===== config.mk =====
export PLATFORM = sky130hd
export DESIGN_NAME = serial_subtractor
export DESIGN_NICKNAME = d
export VERILOG_FILES = /design/src/rtl/serial_arith_pkg.sv /design/src/rtl/serial_subtractor_full_subtractor.sv /design/src/rtl/serial_subtractor.sv
export SDC_FILE = /design/constraint.sdc
export NUM_CORES = 1
export LEC_CHECK = 0
export BUFFER_PORTS_ARGS = -buffer_cell sky130_fd_sc_hd__buf_2
export CORE_MARGIN = 2
export CORE_UTILIZATION = 35
export CTS_CLUSTER_SIZE = 30
export DETAILED_ROUTE_END_ITERATION = 12
export GPL_TIMING_DRIVEN = 0
export PLACE_DENSITY_LB_ADDON = 0.15
export SYNTH_ARGS = -nofsm -noshare
export SYNTH_HDL_FRONTEND = slang
export SYNTH_HIERARCHICAL = 1
export SYNTH_SLANG_ARGS = --single-unit

===== constraint.sdc =====
create_clock -name clk -period 1.63 [get_ports clk]
set_input_delay 0.163 -clock clk [delete_from_list [all_inputs] [get_ports clk]]
set_output_delay 0.163 -clock clk [all_outputs]
set_load 0.01 [all_outputs]

===== src/rtl/serial_arith_pkg.sv =====
// Shared definitions for the bit-serial arithmetic blocks: FSM encoding and default width.
package serial_arith_pkg;

  typedef enum logic [0:0] {
    S_IDLE = 1'b0,
    S_RUN  = 1'b1
  } state_t;

  localparam int DEFAULT_WIDTH = 8;

endpackage


===== src/rtl/serial_subtractor_full_subtractor.sv =====
// One-bit combinational full subtractor: d = x - y - bi, with borrow-out bo.
module full_subtractor (
  input  logic x,
  input  logic y,
  input  logic bi,
  output logic d,
  output logic bo
);

  assign d  = x ^ y ^ bi;
  // Borrow when y exceeds x outright, or when they tie and a borrow is already pending.
  assign bo = (~x & y) | (~(x ^ y) & bi);

endmodule


===== src/rtl/serial_subtractor.sv =====
// Bit-serial subtractor, LSB first, one bit per clock, behind a start/busy/done handshake.
module serial_subtractor
  import serial_arith_pkg::*;
#(
  parameter int WIDTH = DEFAULT_WIDTH
) (
  input  logic             clk,
  input  logic             rst,
  input  logic             start,
  input  logic [WIDTH-1:0] a,
  input  logic [WIDTH-1:0] b,
  input  logic             bin,
  output logic             busy,
  output logic             done,
  output logic [WIDTH-1:0] diff,
  output logic             bout
);

  localparam int CW = $clog2(WIDTH + 1);
  localparam logic [CW-1:0] LAST_BIT = CW'(WIDTH - 1);

  state_t           state;
  logic [CW-1:0]    cnt;
  logic [WIDTH-1:0] a_sr;
  logic [WIDTH-1:0] b_sr;
  logic [WIDTH-1:0] res_sr;
  logic             br;

  logic             d_bit;
  logic             bo_bit;
  logic [WIDTH-1:0] res_next;

  full_subtractor u_fs (
    .x  (a_sr[0]),
    .y  (b_sr[0]),
    .bi (br),
    .d  (d_bit),
    .bo (bo_bit)
  );

  // Result fills from the MSB side so that after WIDTH shifts bit 0 lands in bit 0.
  assign res_next = {d_bit, res_sr[WIDTH-1:1]};

  always_ff @(posedge clk or posedge rst) begin
    if (rst) begin
      state  <= S_IDLE;
      cnt    <= '0;
      a_sr   <= '0;
      b_sr   <= '0;
      res_sr <= '0;
      br     <= 1'b0;
      busy   <= 1'b0;
      done   <= 1'b0;
      diff   <= '0;
      bout   <= 1'b0;
    end else begin
      done <= 1'b0;
      case (state)
        S_IDLE: begin
          if (start) begin
            a_sr   <= a;
            b_sr   <= b;
            br     <= bin;
            res_sr <= '0;
            cnt    <= '0;
            busy   <= 1'b1;
            state  <= S_RUN;
          end
        end
        S_RUN: begin
          a_sr   <= a_sr >> 1;
          b_sr   <= b_sr >> 1;
          br     <= bo_bit;
          res_sr <= res_next;
          cnt    <= cnt + 1'b1;
          if (cnt == LAST_BIT) begin
            diff  <= res_next;
            bout  <= bo_bit;
            done  <= 1'b1;
            busy  <= 1'b0;
            state <= S_IDLE;
          end
        end
        default: state <= S_IDLE;
      endcase
    end
  end

endmodule


## Word level (Yosys, flattened, before mapping)

Cells that the tools add are included.

- Bits in registers: 41
- Input bits: 20
- Output and inout bits: 11
- Logic and storage cells: 42

- Add/subtract/negate cells: 1
- Eq/ne operators: 3
- Multiplexer cells: 18
- Bitwise logic cells: 8
- Reductions and logical operators: 2

Operator list:

| operator | count |
|---|---|
| 8-bit one-hot mux with 2 select lines | 3 |
| 8-bit 2-to-1 mux | 3 |
| 4-bit one-hot mux with 2 select lines | 1 |
| 1-bit 2-to-1 mux | 7 |
| 1-bit one-hot mux with 2 select lines | 3 |
| 4-bit by 1-bit adder with 4-bit output, second input constant | 1 |
| 4-bit by 3-bit == test with 1-bit output, second input constant | 1 |
| 4-bit 2-to-1 mux | 1 |
| 2-bit AND reduction | 2 |
| 1-bit NOT | 3 |
| 1-bit bitwise AND | 2 |
| 2-bit by 1-bit != test with 1-bit output, second input constant | 1 |
| 2-bit != test, second input constant | 1 |
| 1-bit XOR | 2 |
| 1-bit bitwise OR | 1 |

## Logic depth before layout (Yosys ltp)

- Depth in word-level cells: 5
- Depth in mapped cells: 5
- Depth with buffers taken out: 5

## Modules after synthesis

The synthesis kept the hierarchy.

Modules (own cells, without submodules):

| module | times used | cells each | area each (sq um) | seq. area each (sq um) |
|---|---|---|---|---|
| serial_subtractor | 1 | 150 | 1,711.6 | 1,001.0 |
| full_subtractor | 1 | 4 | 31.3 | 0.0 |

## Least setup slack after synthesis

Ideal clock, no wire load.

- Kind: reg2reg
- Start point: reg cnt[0]
- End point: reg bout
- Library setup time: 0.125 ns
- Arrival time: 1.127 ns
- Required time: 1.505 ns
- Slack: 0.379 ns
- Cell stages (with the launch flop): 4
- Buffers on the path: 0
- Period minus slack after synthesis: 1.251 ns
- Path through: dfrtp_1 -> ha_1 -> nand4b_4 -> mux2_2

- Word-level cells in the longest chain between the ends: 2

RTL lines:

| item | line | source |
|---|---|---|
| start, declared | serial_subtractor.sv:23 | `logic [CW-1:0] cnt;` |
| start signal, assigned | serial_subtractor.sv:75 | `cnt <= cnt + 1'b1;` |
| 4-bit by 3-bit == test with 1-bit output | serial_subtractor.sv:76 | `if (cnt == LAST_BIT) begin` |
| 2-bit AND reduction (no line) | n/a |  |
| end signal, assigned | serial_subtractor.sv:78 | `bout <= bo_bit;` |
| end, declared | serial_subtractor.sv:16 | `output logic bout` |

No other way between the ends.
A chain may end at the register's enable or synchronous reset.

## Final worst setup path

- Start point: reg cnt[0]
- End point: reg diff[0]

- Word-level cells in the longest chain between the ends: 2

RTL lines:

| item | line | source |
|---|---|---|
| 4-bit by 3-bit == test with 1-bit output | serial_subtractor.sv:76 |  |
| 2-bit AND reduction (no line) | n/a |  |
| end signal, assigned | serial_subtractor.sv:77 | `diff <= res_next;` |
| end, declared | serial_subtractor.sv:15 | `output logic [WIDTH-1:0] diff,` |

No other way between the ends.

==> reports/metrics.cfg <==
[outcome]
outcome=completed

[timing]
setup_violations=0
relSlewSlack_pct=43.13
finalHoldViolations=0
rsz0062_at_grt=no
clock_skew_ps=7.028
worst_slew_pin_slew_ps=851.8
fmax_ghz=0.7373
fin_hold_ws_ps=28.83
finalSetupTns_ps=0
fin_crit_ps=1356
slew_violations=0
fin_crit_sh_pct=83.21

[finish]
drive_gt1_share_pct=29.84
nets=212
final_cells=258
final_util_pct=43.42
layout_common_cells=40 x dfrtp_1, 33 x buf_2, 28 x o21ai_0
final_common_cell=dfrtp_1
area_growth_pct=18.45
diodes=0

[floorplan]
rows=25
coreArea_mm2=0.004755
start_util_pct=36.66
die_h_um=74.57
dieArea_mm2=0.005560
io_pins=31
die_w_um=74.57

[yosys]
syn_inst=154
synth.distinct_cells=18
ys_seq_area_share_pct=57.43
ys_seq_elements=40
synth_warnings=6
syn_area_mm2=0.001743
syn_nets=176
synth.avg_cell_area_um2=11.32

[worst_setup_path]
cp_max_fo=10
required_ps=1810
criticalPathCategory=reg -> reg
worstSetupStartpointType=register
crit_path_end_kind=register
cp.arrival_ps=1530

[clock_network]
cts_tree=yes
cts.clk_slew.worst_paths_ps=80
clock-sinks=40
numCtsBuffers=5
post_cts_buffers=0
cts_root_buf=clkbuf_8
cts_max_path_buffers=2
worstSkewPairLatency_ps=290
cts.htree.levels=2
postCtsHoldBufs=0
cts-resized-gates=0

[place]
io_buffers=29
dpl.hpwl_um=2360
finalWeightedCongestion=0.7130
placed_cells=250

[power]
vdd_drop_max_uv=526.2
powerDensity_mw_per_mm2=1709
leakage_uw=0.001013

[route]
avgRoutedWirePerCell_um=13.51
ant_nets=0
drt_wl_total_um=3486
via_per_inst=4.806
dr.pass1.iters=4
first_iter_violations=67
vias=1240
drc=0

[global_route]
grt-ovfl-total=0
grt_max_degree=41
grt_usage_pct=14.95
grt_pass1_vias=1311
antenna_found_initial=0
grt_pass1_wl_um=6182

[worst_hold_path]
hold_class=in -> async

[run]
cap_violations=0

critical path: stages, from the launching register on:
cell and delay [ps]:
dfrtp_1 410, ha_1 280, nand4b_4 200, mux2_2 360
area by class of cell:
| type | count | area (µm²) |
|---|---|---|
| fillers | 491 | 2690 |
| flip-flops and latches | 40 | 1001 |
| multi-input cells | 100 | 665.6 |
| repair buffers | 29 | 145.1 |
| well taps | 67 | 83.83 |
| clock buffers | 6 | 82.58 |
| plain buffers | 9 | 57.56 |
| inverters | 5 | 18.77 |
| clock inverters | 2 | 10.01 |
power by group:
group / switching, µW / internal (µW)
sequential: 250 / 1410
clock: 341 / 338
combinational: 637 / 556
kinds of logic (layout without fill, tap and decap cells):
group	count (synthesis)	count (layout)	synth area share [%]
mux	27	27	16.22
flops	40	40	57.43
simple gates	43	43	12.06
buf+inv	14	51	4.379
compound gates	28	28	8.040
fa+ha+maj	2	2	1.866
sequential cells by signal, indices dropped and copies added, names as in the netlist:
signal and flops:
diff 8, b_sr 8, state 1, busy 1
br 1, bout 1, a_sr 8, cnt 4
done 1, res_sr 7
path summary, 6_finish.rpt:
path / from / to / slack [ps] / cells after the start
max in group asynchronous: rst / br / 1050 / 2
hold reg to reg: a_sr[2] / a_sr[1] / 500 / 2
hold / removal: rst / diff[2] / 30 / 2
setup / recovery: cnt[0] / diff[0] / 270 / 3
setup reg to reg: cnt[0] / diff[0] / 270 / 3
min in group clk: a[7] / a_sr[7] / 130 / 3
per-layer routing:
layer | vias to the layer above | routed length, µm | track usage, %
met5 | - | 0 | 0
met4 | 0 | 54 | 5.952
met1 | 612 | 1572 | 18.38
li1 | 587 | - | -
met2 | 35 | 1665 | 24.19
met3 | 6 | 192 | 5.149
per-stage QoR:
stage | area [µm²] | setup slack, ps | power (µW)
floorplan | 1743 | 378.6 | 2488
global placement | 1972 | 19.74 | 2837
detailed placement | 1972 | 265.4 | 2897
CTS | 2064 | 256.8 | 3587
global route | 2064 | 201.2 | 3876
finish | 2064 | 273.7 | 3528
synthesized netlist by cell type (all sizes together):
library cell	count	share of area [%]
buf	8	3.1
fa	1	1.1
nand4b	1	1.4
nor2b	1	0.36
nand4	1	0.36
ha	1	0.72
mux2i	17	9.8
nand3	1	0.29
clkbuf	1	0.22
inv	5	1.1
o21ai	28	8.0
nand2	25	5.4
nor2	5	1.1
dfrtp	40	57
mux2	10	6.5
nand2b	9	3.2
No activity file was read; power rests on OpenSTA's default activity.
